--- config.mk ---
export PLATFORM = sky130hd
export DESIGN_NAME = cardinal_nic_vcq
export DESIGN_NICKNAME = d
export VERILOG_FILES = /design/src/rtl/cardinal_nic_vcq.sv
export SDC_FILE = /design/constraint.sdc
export NUM_CORES = 1
export LEC_CHECK = 0
export CAP_MARGIN = 20
export CORE_AREA = 5 5 245 247
export CTS_BUF_LIST = sky130_fd_sc_hd__clkbuf_4 sky130_fd_sc_hd__clkbuf_8
export CTS_CLUSTER_SIZE = 25
export DETAILED_ROUTE_END_ITERATION = 10
export DIE_AREA = 0 0 250 252
export DONT_BUFFER_PORTS = 1
export GPL_ROUTABILITY_DRIVEN = 1
export PLACE_DENSITY = 0.7
export REMOVE_ABC_BUFFERS = 1
export SYNTH_ARGS = -nofsm -noshare
export SYNTH_HDL_FRONTEND = slang
export SYNTH_SLANG_ARGS = --single-unit
--- constraint.sdc ---
create_clock -name clk -period 4.2 [get_ports clk]
set_clock_uncertainty 0.2 [all_clocks]
set_input_delay 0.21 -clock clk [delete_from_list [all_inputs] [get_ports clk]]
set_output_delay 0.21 -clock clk [all_outputs]
set_load 0.1 [all_outputs]
--- src/rtl/cardinal_nic_vcq.sv ---
// cardinal_nic_vcq -- NIC between a PE and its cardinal router port.
//
// One DEPTH-entry input FIFO (router -> PE) and two DEPTH-entry output
// queues, one per virtual channel (PE -> router). The output VC of a PE
// write is taken from d_in[0]. Only the queue matching ~net_polarity is
// offered to the router, so a stalled VC never blocks the other one.
//
// Optional build macro: CARDINAL_NIC_OVF_EN
//   defined   : sticky in/out overflow flags, cleared by reading their
//               status register (set wins over clear in the same cycle).
//   undefined : no flag registers, flag bits read 0.
//
// Ports
//   clk           rising-edge clock
//   reset         asynchronous active-low reset
//   addr          00 in-data, 01 in-status, 10 out-data, 11 out-status
//   d_in / d_out  PE write data / PE read data (combinational)
//   nicEn         PE access enable
//   nicWrEn       1 = write, 0 = read
//   net_si/net_ri/net_di   router -> NIC send / ready / packet
//   net_so/net_ro/net_do   NIC -> router send / ready / packet
//   net_polarity  router polarity (1 sends VC0, 0 sends VC1)
module cardinal_nic_vcq #(
  parameter int PAC_WIDTH = 64,
  parameter int DEPTH     = 4
) (
  input  logic                 clk,
  input  logic                 reset,
  input  logic [1:0]           addr,
  input  logic [PAC_WIDTH-1:0] d_in,
  output logic [PAC_WIDTH-1:0] d_out,
  input  logic                 nicEn,
  input  logic                 nicWrEn,
  input  logic                 net_si,
  output logic                 net_ri,
  input  logic [PAC_WIDTH-1:0] net_di,
  output logic                 net_so,
  input  logic                 net_ro,
  output logic [PAC_WIDTH-1:0] net_do,
  input  logic                 net_polarity
);

  localparam int AW = $clog2(DEPTH);
  localparam logic [AW:0] FULL_CNT = (AW+1)'(DEPTH);

  // ---------------------------------------------------------------
  // Input FIFO (router -> PE)
  // ---------------------------------------------------------------
  logic [PAC_WIDTH-1:0] in_mem [DEPTH];
  logic [AW-1:0]        in_wp, in_rp;
  logic [AW:0]          in_cnt;
  logic                 in_full, in_empty, in_push, in_pop, pe_rd;

  assign pe_rd    = nicEn & ~nicWrEn;
  assign in_full  = (in_cnt == FULL_CNT);
  assign in_empty = (in_cnt == '0);
  // Ready comes from the registered count only; a same-cycle PE pop
  // does not open a slot for the router.
  assign net_ri   = ~in_full;
  assign in_push  = net_si & ~in_full;
  assign in_pop   = pe_rd & (addr == 2'b00) & ~in_empty;

  always_ff @(posedge clk or negedge reset) begin
    if (!reset) begin
      in_wp  <= '0;
      in_rp  <= '0;
      in_cnt <= '0;
    end else begin
      if (in_push) in_wp <= in_wp + AW'(1);
      if (in_pop)  in_rp <= in_rp + AW'(1);
      if (in_push & ~in_pop)      in_cnt <= in_cnt + (AW+1)'(1);
      else if (~in_push & in_pop) in_cnt <= in_cnt - (AW+1)'(1);
    end
  end

  always_ff @(posedge clk) begin
    if (in_push) in_mem[in_wp] <= net_di;
  end

  // ---------------------------------------------------------------
  // Per-VC output queues (PE -> router)
  // ---------------------------------------------------------------
  logic [PAC_WIDTH-1:0] vc_mem [2][DEPTH];
  logic [AW-1:0]        vc_wp  [2];
  logic [AW-1:0]        vc_rp  [2];
  logic [AW:0]          vc_cnt [2];
  logic [1:0]           vc_full, vc_push, vc_pop;
  logic                 sel, pe_wr, wr_vc, wr_drop;

  assign sel   = ~net_polarity;
  assign pe_wr = nicEn & nicWrEn & (addr == 2'b10);
  assign wr_vc = d_in[0];

  assign net_so = net_ro & (vc_cnt[sel] != '0);
  assign net_do = (vc_cnt[sel] != '0) ? vc_mem[sel][vc_rp[sel]] : '0;

  // A write to a full queue is dropped on the registered count, even if
  // the router pops that same queue this cycle.
  assign wr_drop = pe_wr & vc_full[wr_vc];

  always_comb begin
    vc_full = '0;
    vc_push = '0;
    vc_pop  = '0;
    for (int unsigned v = 0; v < 2; v++) begin
      vc_full[v] = (vc_cnt[v] == FULL_CNT);
      vc_push[v] = pe_wr & (wr_vc == 1'(v)) & ~vc_full[v];
      vc_pop[v]  = net_so & (sel == 1'(v));
    end
  end

  always_ff @(posedge clk or negedge reset) begin
    if (!reset) begin
      for (int unsigned v = 0; v < 2; v++) begin
        vc_wp[v]  <= '0;
        vc_rp[v]  <= '0;
        vc_cnt[v] <= '0;
      end
    end else begin
      for (int unsigned v = 0; v < 2; v++) begin
        if (vc_push[v]) vc_wp[v] <= vc_wp[v] + AW'(1);
        if (vc_pop[v])  vc_rp[v] <= vc_rp[v] + AW'(1);
        if (vc_push[v] & ~vc_pop[v])      vc_cnt[v] <= vc_cnt[v] + (AW+1)'(1);
        else if (~vc_push[v] & vc_pop[v]) vc_cnt[v] <= vc_cnt[v] - (AW+1)'(1);
      end
    end
  end

  always_ff @(posedge clk) begin
    for (int unsigned v = 0; v < 2; v++) begin
      if (vc_push[v]) vc_mem[v][vc_wp[v]] <= d_in;
    end
  end

  // ---------------------------------------------------------------
  // Overflow flags
  // ---------------------------------------------------------------
  logic in_ovf, out_ovf;

`ifdef CARDINAL_NIC_OVF_EN
  always_ff @(posedge clk or negedge reset) begin
    if (!reset) begin
      in_ovf  <= 1'b0;
      out_ovf <= 1'b0;
    end else begin
      if (net_si & in_full)                 in_ovf <= 1'b1;
      else if (pe_rd & (addr == 2'b01))     in_ovf <= 1'b0;
      if (wr_drop)                          out_ovf <= 1'b1;
      else if (pe_rd & (addr == 2'b11))     out_ovf <= 1'b0;
    end
  end
`else
  assign in_ovf  = 1'b0;
  assign out_ovf = 1'b0;
`endif

  // ---------------------------------------------------------------
  // PE read mux
  // ---------------------------------------------------------------
  always_comb begin
    d_out = '0;
    if (pe_rd) begin
      case (addr)
        2'b00: if (!in_empty) d_out = in_mem[in_rp];
        2'b01: begin
          d_out[PAC_WIDTH-1]    = ~in_empty;
          d_out[PAC_WIDTH-2]    = in_ovf;
          d_out[PAC_WIDTH-9 -: 8] = 8'(in_cnt);
        end
        2'b11: begin
          d_out[PAC_WIDTH-1] = vc_full[0];
          d_out[PAC_WIDTH-2] = vc_full[1];
          d_out[PAC_WIDTH-3] = out_ovf;
        end
        default: d_out = '0;
      endcase
    end
  end

endmodule

======== Word-level counts from Yosys, hierarchy flattened ========
Memories as Yosys holds them, arrays and structs flattened.
Cells that the tools add are included.
word-level totals
  flip-flop bits (word level) ............. 21
  RAM bits ................................ 768
  input port bits ......................... 137
  output and inout bits ................... 130
  memories kept ........................... 2
operators by class
  add/sub/neg operators ................... 12
  $lt $le $gt $ge ......................... 6
  eq/ne operators ......................... 6
  multiplexer cells ....................... 36
  bitwise operators ....................... 36
  reductions and logical operators ........ 9
memories
  name    depth  width  read ports  clocked after memory_dff  write ports  RTL line  RTL
  vc_mem  2      256    1           0                         1            83        logic [PAC_WIDTH-1:0] vc_mem [2][DEPTH];
  in_mem  4      64     1           0                         1            49        logic [PAC_WIDTH-1:0] in_mem [DEPTH];
operators by type and width
  cell                   count
  $mux W256              4
  $mux W64               7
  $demux W64 S2          2
  $reduce_or A256 Y1     1
  $bmux W64 S2           1
  $mux W48               1
  $mux W3                9
  $and A1 B1 Y1          19
  $pmux W8 S2            1
  $not A1 Y1             13
  $add A2 B1 Y2 const B  6
  $add A3 B1 Y3 const B  3
  $eq A3 B3 Y1 const B   3
  $ge A3 B3 Y1 const B   3
  $not A2 Y3             3
  $sub A3 B1 Y3 const B  3
  $lt A3 B1 Y1 const B   2
  $mux W1                6
  $mux W2                3
  $pmux W2 S3            1
  $reduce_bool A2 Y1     3
  $mux W5                1
  $eq A2 B2 Y1 const B   2
  $logic_not A3 Y1       1
  other kinds (6)        7

======== Logic depth before layout (Yosys ltp) ========
Gate-level depths: netlist of the first run.
  depth in word-level cells ............... 11
  mapped depth ............................ 11
  depth with buffers taken out ............ 9

======== Least setup slack after synthesis of the first run ========
OpenSTA, ideal clock, no wires.
  path kind ............................... register to output
  start point ............................. register vc_rp[1] (netlist name)
  end point ............................... output port net_do[62]
  arrival ................................. 3.307 ns
  setup slack ............................. 0.483 ns
  cell stages (with the launch flop) ...... 8
  path buffers ............................ 3
  cell sequence ........................... dfrtp_1 > buf_2 > buf_4 > buf_4 > mux2i_1 > mux2i_1 > nor2_1 > a211oi_1
on the way
  word-level cells in the longest chain between the ends .. 8
ends and longest elaborated chain
  item                                         RTL line  RTL
  start: declaration                           85        logic [AW-1:0] vc_rp [2];
  start signal: indexed assignment             122       if (vc_pop[v]) vc_rp[v] <= vc_rp[v] + AW'(1);
  $mux W2 (implied by the code) (3 in a row)   95        assign net_do = (vc_cnt[sel] != '0) ? vc_mem[sel][vc_rp[sel]] : '0;
  $not A2 Y3 (implied by the code)             95
  $bmux W64 S2                                 95
  $mux W64 (implied by the code) (2 in a row)  95
  $mux W64                                     95
  end: declaration                             39        output logic [PAC_WIDTH-1:0] net_do,
Every way passes these cells. The select of a mux whose other input is x is not followed.

======== Final worst setup path of the first run ========
  start point ............................. register in_cnt[0]
  end point ............................... output port d_out[50]
on the way
  word-level cells in the longest chain between the ends .. 4
ends and longest elaborated chain
  item                      RTL line  RTL
  start: declaration        51        logic [AW:0] in_cnt;
  start signal: assignment  71        if (in_push & ~in_pop) in_cnt <= in_cnt + (AW+1)'(1);
  start signal: assignment  72        else if (~in_push & in_pop) in_cnt <= in_cnt - (AW+1)'(1);
  $logic_not A3 Y1          56        assign in_empty = (in_cnt == '0);
  $mux W64                  164       2'b00: if (!in_empty) d_out = in_mem[in_rp];
  $pmux W8 S2               163       case (addr)
  $mux W64                  162       if (pe_rd) begin
  end: declaration          31        output logic [PAC_WIDTH-1:0] d_out,
Every way passes these cells.

==> results.md, run 1 <==
- Status: finished, final reports clean
- Tot GR Track Use: between 20% and 30%
- Cts repair resizes: 0
- Hold endpoint: vc_mem[0][29]
- Rel. slew slack: approximately 29%
- Fin nets: ~2200
- RR Endpoint: in_cnt[2]
- Int Pwr: 0.0158 W
- DRC violations left: 0
- RSZ-0062 raised after global routing: no
- DRT Pass-1 Iters: 5
- Max Buffers Root-to-Sink: 3
- Setup WS pre-CTS: ~1.3 ns
- Core Box Area: about 0.057 mm2
- Fin. Hold Viols: 0
- Gr ovfl total: 0
- Seq pwr share: a little under two fifths
- DIE WIDTH: ~250 um
- # fillers: 3791
- R2R depth: 10
- Clock sinks: between 700 and 800
- Hold path depth: 1
- RR Startpoint: in_cnt[0]
- Share of cells above drive strength 1: a little over a quarter
- Setup tns final: 0 ns
- Initial Util: a little over half
- Synth unique cells: 49
- Clock slew at reported path FFs: approximately 0.060 ns
- Area Growth Syn to Fin: 20.2%
- Antenna violations before repair: 5
- Syn avg cell area: 18.7 um2
- First-pass GRT wire length: 107000 um
- Routed Antenna Nets: 0
- P_leak: 12.7 nW
- Die area: approximately 0.063 mm2
- Sw frac: 38.8%
- P per Cell Area: slightly below 700 mW/mm2
- VDD IR max: 0.613 mV
- Metal1 wirelength: roughly 28000 um
- Worst setup SP type: register
- Routed vias: about 17000
- Synth Flop Type: edfxtp_1
- Commonest non-fill, non-tap cell in the layout: edfxtp_1
- Routed len/inst: 24.2 um
- Root buffer cell: clkbuf_8
- Vias in the first global route: approximately 18000
- Arrival @ worst endpoint: ~3.4 ns
- TritonCTS buffer count: approximately 130
- Area of the multi-input gates: ~0.0074 mm2
- Net Sw Power: 0.00999 W
- Largest net degree at the start of global routing: approximately 260
- # port buffers: 0
- Hold buffer count at cts: between 200 and 250
- Hold Startpoint: d_in[29]
- Period utilization: roughly 91%
- FMAX: 0.262 GHz
- Uppermost routed layer: met5
- Max-cap violations: 0
- Comb power frac: 37.2%
- WL final: roughly 70000 um
- Die Ht: between 200 and 300 um
- Sequential cell area fraction in the yosys report: about three quarters
- Gpl congestion: roughly 0.74
- Final Core Density: 65.5%
- DPL Wire Length: 38400 um
- Synth Cell Area: 0.0313 mm2
- HP Class: in2reg
- CP Class: reg2out
- Storage cell area: around 0.024 mm2
- Post-CTS Setup Inserts: 0
- Vias/cell: 5.77
- Ports: ~270
- CTS tree: done
- Final Max Tran Viols: 0
- Post-Synthesis Cells: around 1700
- Most frequent cells in the layout: edfxtp_1, dlygate4sd3_1, clkbuf_8
- WL met2: around 36000 um
- Reg2Reg Setup Slack: between 1 and 1.5 ns
- EDFF count, synth: about 770
- Htree depth: 4
- Final WS setup: 0.389 ns
- Tmin final: ~3.8 ns
- Metal3 WL: 4550 um
- DRT iter0 DRCs: ~1000
- Synthesized flop and latch total: approximately 790
- Crit path required time: between 3 and 4 ns
- Critical Path Fanout Max: 7
- Async S/R FF share, synth: about 2.7%
- Slew @ Worst Pin: 1.07 ns
- Row count: 88
- Crit end category: output pin
- Clock power share: between 20% and 30%
- Warnings from Yosys: 0
- Final setup viols: 0
- Clk_lat worst skew: about 0.76 ns
## metal layers
layer / global-route usage (%) / vias to the layer above
met5: 0 / -
met4: 8.86 / 2
met3: 5.86 / 141
met2: 37.8 / 572
met1: 27.1 / 8578
li1: - / 7385
## how the worst max path moves through the flow
stage / start / endpoint / slack, ns / cells after the start
floorplan: vc_rp[3] / net_do[10] / -3.04 / 3
global placement: vc_rp[1] / net_do[42] / 1.30 / 6
detailed placement: vc_rp[1] / net_do[42] / 1.30 / 6
CTS: in_cnt[0] / d_out[48] / 0.28 / 5
global route: in_cnt[0] / d_out[48] / 0.20 / 5
finish: in_cnt[0] / d_out[50] / 0.39 / 5
## worst max-delay path, cell delays in order, from the launching register on
cell	delay, ns
dfrtp_1	0.45
nor3_1	0.13
nor4_4	0.39
dlygate4sd3_1	0.68
buf_4	0.18
a22o_1	0.81
## cell families (layout without fill, tap and decap cells)
group	count (synthesis)	count (layout)	share of synthesized area, %
adder cells (fa/ha/maj)	18	18	0.792
buffers and inverters	114	560	2.00
flip-flops	789	789	75.4
XOR/XNOR	18	18	0.504
other	0	5	0
multiplexers	305	305	12.8
AND/OR/NAND/NOR	208	208	3.31
AO/OA/AOI/OAI	222	222	5.21
## Yosys cell counts (4+ instances only)
cell | count | area (um2)
a211o_1 | 19 | 166
buf_4 | 23 | 173
a22oi_1 | 5 | 37.5
nand2_1 | 104 | 390
xor2_1 | 6 | 52.6
and2_1 | 68 | 425
buf_2 | 46 | 230
nor2_1 | 13 | 48.8
mux4_2 | 64 | 1440
ha_1 | 15 | 188
and3_1 | 6 | 37.5
edfxtp_1 | 768 | 23100
a21oi_1 | 63 | 315
a221oi_1 | 19 | 166
a221oi_2 | 4 | 60.1
mux2_2 | 103 | 1160
xnor2_1 | 12 | 105
o211ai_1 | 99 | 743
dfrtp_1 | 21 | 526
clkbuf_1 | 24 | 90.1
mux2i_1 | 134 | 1340
buf_6 | 7 | 78.8
inv_1 | 12 | 45.0
## stage by stage
stage / total power (W) / instance area [um2] / std cells / hold WS (ns)
floorplan: 0.0170 / 30700 / 1572 / -0.286
global placement: 0.0193 / 33000 / 2443 / -0.284
detailed placement: 0.0194 / 33000 / 2447 / -0.284
CTS: 0.0259 / 37600 / 2885 / 0.00148
global route: 0.0268 / 37600 / 2889 / 0.0545
finish: 0.0258 / 37600 / 2890 / 0.0990
## power by group through the flow
stage / Combinational (W) / Sequential (W) / Clock, W
floorplan: 0.00673 / 0.0103 / 0
global placement: 0.00929 / 0.00996 / 0
detailed placement: 0.00935 / 0.0100 / 0
CTS: 0.00964 / 0.00984 / 0.00645
global route: 0.0100 / 0.00992 / 0.00686
finish: 0.00959 / 0.00984 / 0.00633
## final cells by class
cell class                 instances  area share [%]
antenna                            5          0.0333
clock buffer                     172            5.66
clock inverter                    57           0.809
inverter                          12           0.120
multi-input combinational        771            19.7
sequential                       789            62.8
tap                              765            2.55
timing repair buffer             319            8.39
## registers in the layout, summed over array words and instances (netlist names)
register,count
vc_mem,512
in_mem,256
vc_cnt,6
vc_rp,4
vc_wp,4
in_cnt,3
in_rp,2
in_wp,2
(Power assumes the default switching activity.)
==> run 2, diff against run 1 <==
- CORE_AREA: 5 5 245 247 -> 5 5 286 288
- DIE_AREA: 0 0 250 252 -> 0 0 291 293
- PLACE_DENSITY: 0.7 -> default
- clock period: 4.2 -> 3.79 ns (I/O delays scaled with it)
==> results.md, run 2 (synthesized netlist as in run 1, its figures left out) <==
- Status: finished, final reports clean
- DPL Wire Length: a little over 40000 um
- Clk_lat worst skew: ~0.74 ns
- VDD IR max: 0.435 mV
- Tmin final: about 3.4 ns
- Initial Util: about two fifths
- Gpl congestion: a little over 0.7
- Final Max Tran Viols: 0
- Most frequent cells in the layout: edfxtp_1, dlygate4sd3_1, mux2i_1, clkbuf_8, buf_4
- Rel. slew slack: about a third
- Area Growth Syn to Fin: 23.8%
- Slowest stage delay, CP: between 0.6 and 0.7 ns
- Fin. Hold Viols: 0
- Routed len/inst: roughly 23 um
- Vias in the first global route: 18498
- Slowest cell on crit path: mux2i_4
- CTS tree: done
- Crit-path cells: mux2i_4 > o21ai_0 > a211oi_4 > buf_4
- Max reg flops: 512
- Share of cells above drive strength 1: roughly 29%
- DRT Pass-1 Iters: 5
- Final WS setup: a little under 0.4 ns
- Vias/cell: ~5.2
- DRC violations left: 0
- TritonCTS buffer count: between 100 and 150
- DIE WIDTH: 291 um
- Largest net degree at the start of global routing: 258
- DRT iter0 DRCs: roughly 1000
- Core Box Area: a little under 0.08 mm2
- Post-CTS Setup Inserts: 0
- Crit end category: output pin
- Antenna violations before repair: 6
- Critical Path Fanout Max: 21
- Max Buffers Root-to-Sink: 3
- Cts repair resizes: 0
- Arrival @ worst endpoint: around 3.0 ns
- Max-cap violations: 0
- Tot GR Track Use: between 10% and 20%
- Commonest non-fill, non-tap cell in the layout: edfxtp_1
- P_leak: around 13 nW
- Power Total: about 0.029 W
- Clock sinks: between 700 and 800
- WL final: about 74000 um
- Routed Antenna Nets: 0
- Row count: between 100 and 150
- Period utilization: between 80 and 90%
- HP Class: in2reg
- Final setup viols: 0
- Htree depth: 4
- Routed vias: around 17000
- FMAX: 0.294 GHz
- Ports: roughly 270
- RSZ-0062 raised after global routing: no
- Die area: between 0.08 and 0.09 mm2
- First-pass GRT wire length: 112000 um
- CP Class: reg2out
- Clock slew at reported path FFs: about 0.060 ns
- Slew @ Worst Pin: about 0.99 ns
- Worst setup SP type: register
- Root buffer cell: clkbuf_8
- Fin nets: 2242
- Die Ht: roughly 290 um
- Gr ovfl total: 0
- Setup WS pre-CTS: 1.14 ns
- # port buffers: 0
- P per Cell Area: around 750 mW/mm2
- Crit path required time: approximately 3.4 ns
run 2: changes by cell type in the layout (fill, tap and decap cells not counted), sizes merged:
cell / change
buf: +45
dlygate4sd3: +16
clkbuf: +14
clkinv: -8
diode: -2
inv: +2
clkinvlp: +1
run 2: what timing repair did:
action | CTS | global route
endpoints found under the setup margin | 0 | 0
hold buffers | 224 | 0
hold endpoints to repair | 914 | 0
run 2: final timing paths:
| check | startpoint | endpoint | slack [ns] | cells after the start |
|---|---|---|---|---|
| setup / recovery | vc_rp[3] | net_do[62] | 0.39 | 4 |
| hold / removal | d_in[12] | vc_mem[1][12] | 0.09 | 1 |
| setup reg to reg | in_cnt[0] | in_cnt[2] | 0.68 | 10 |
| hold reg to reg | vc_rp[0] | vc_rp[0] | 0.30 | 1 |
| max in group asynchronous | reset | vc_wp[0] | 2.69 | 4 |
| min in group asynchronous | reset | in_cnt[0] | 0.24 | 3 |
run 2: area by class of cell:
type | count | area (um2)
antenna | 3 | 7.51
clock buffer | 185 | 2220
clock inverter | 52 | 327
fill | 6502 | 39900
inverter | 12 | 45.0
multi-input combinational | 771 | 7400
sequential | 789 | 23600
tap | 1050 | 1310
timing repair buffer | 381 | 3800
run 2: per-layer routing:
metal,GRT usage [%],vias up,share of wire (%)
li1,-,7518,-
met1,21.1,8591,41
met2,29.8,495,50
met3,4.90,130,6.5
met4,5.02,6,2.0
met5,0,-,0.055
run 2: through the flow:
stage	area [um2]	utilization, %	instances	setup TNS, ns	hold slack (ns)
global route	38700	49.2	3240	0	0.0442
detailed placement	33900	43.1	2778	0	-0.305
CTS	38700	49.2	3239	0	0.00272
global placement	33900	43.1	2778	0	-0.305
floorplan	30700	-	1572	-181.28	-0.306
finish	38700	49.3	3243	0	0.0882
run 2: report_power, final:
part           switching [W]  leakage [nW]  internal (W)
registers           0.000407          7.19        0.0104
logic                0.00750          4.63       0.00348
clock network        0.00335          1.35       0.00389
total                 0.0113          13.2        0.0178
run 2: worst max-delay path: cells and delay by family (launching register included):
kind	cells	cell delay (ns)
mux	1	0.65
compound gates	2	0.66
buf+inv	1	0.35
flops	1	0.60
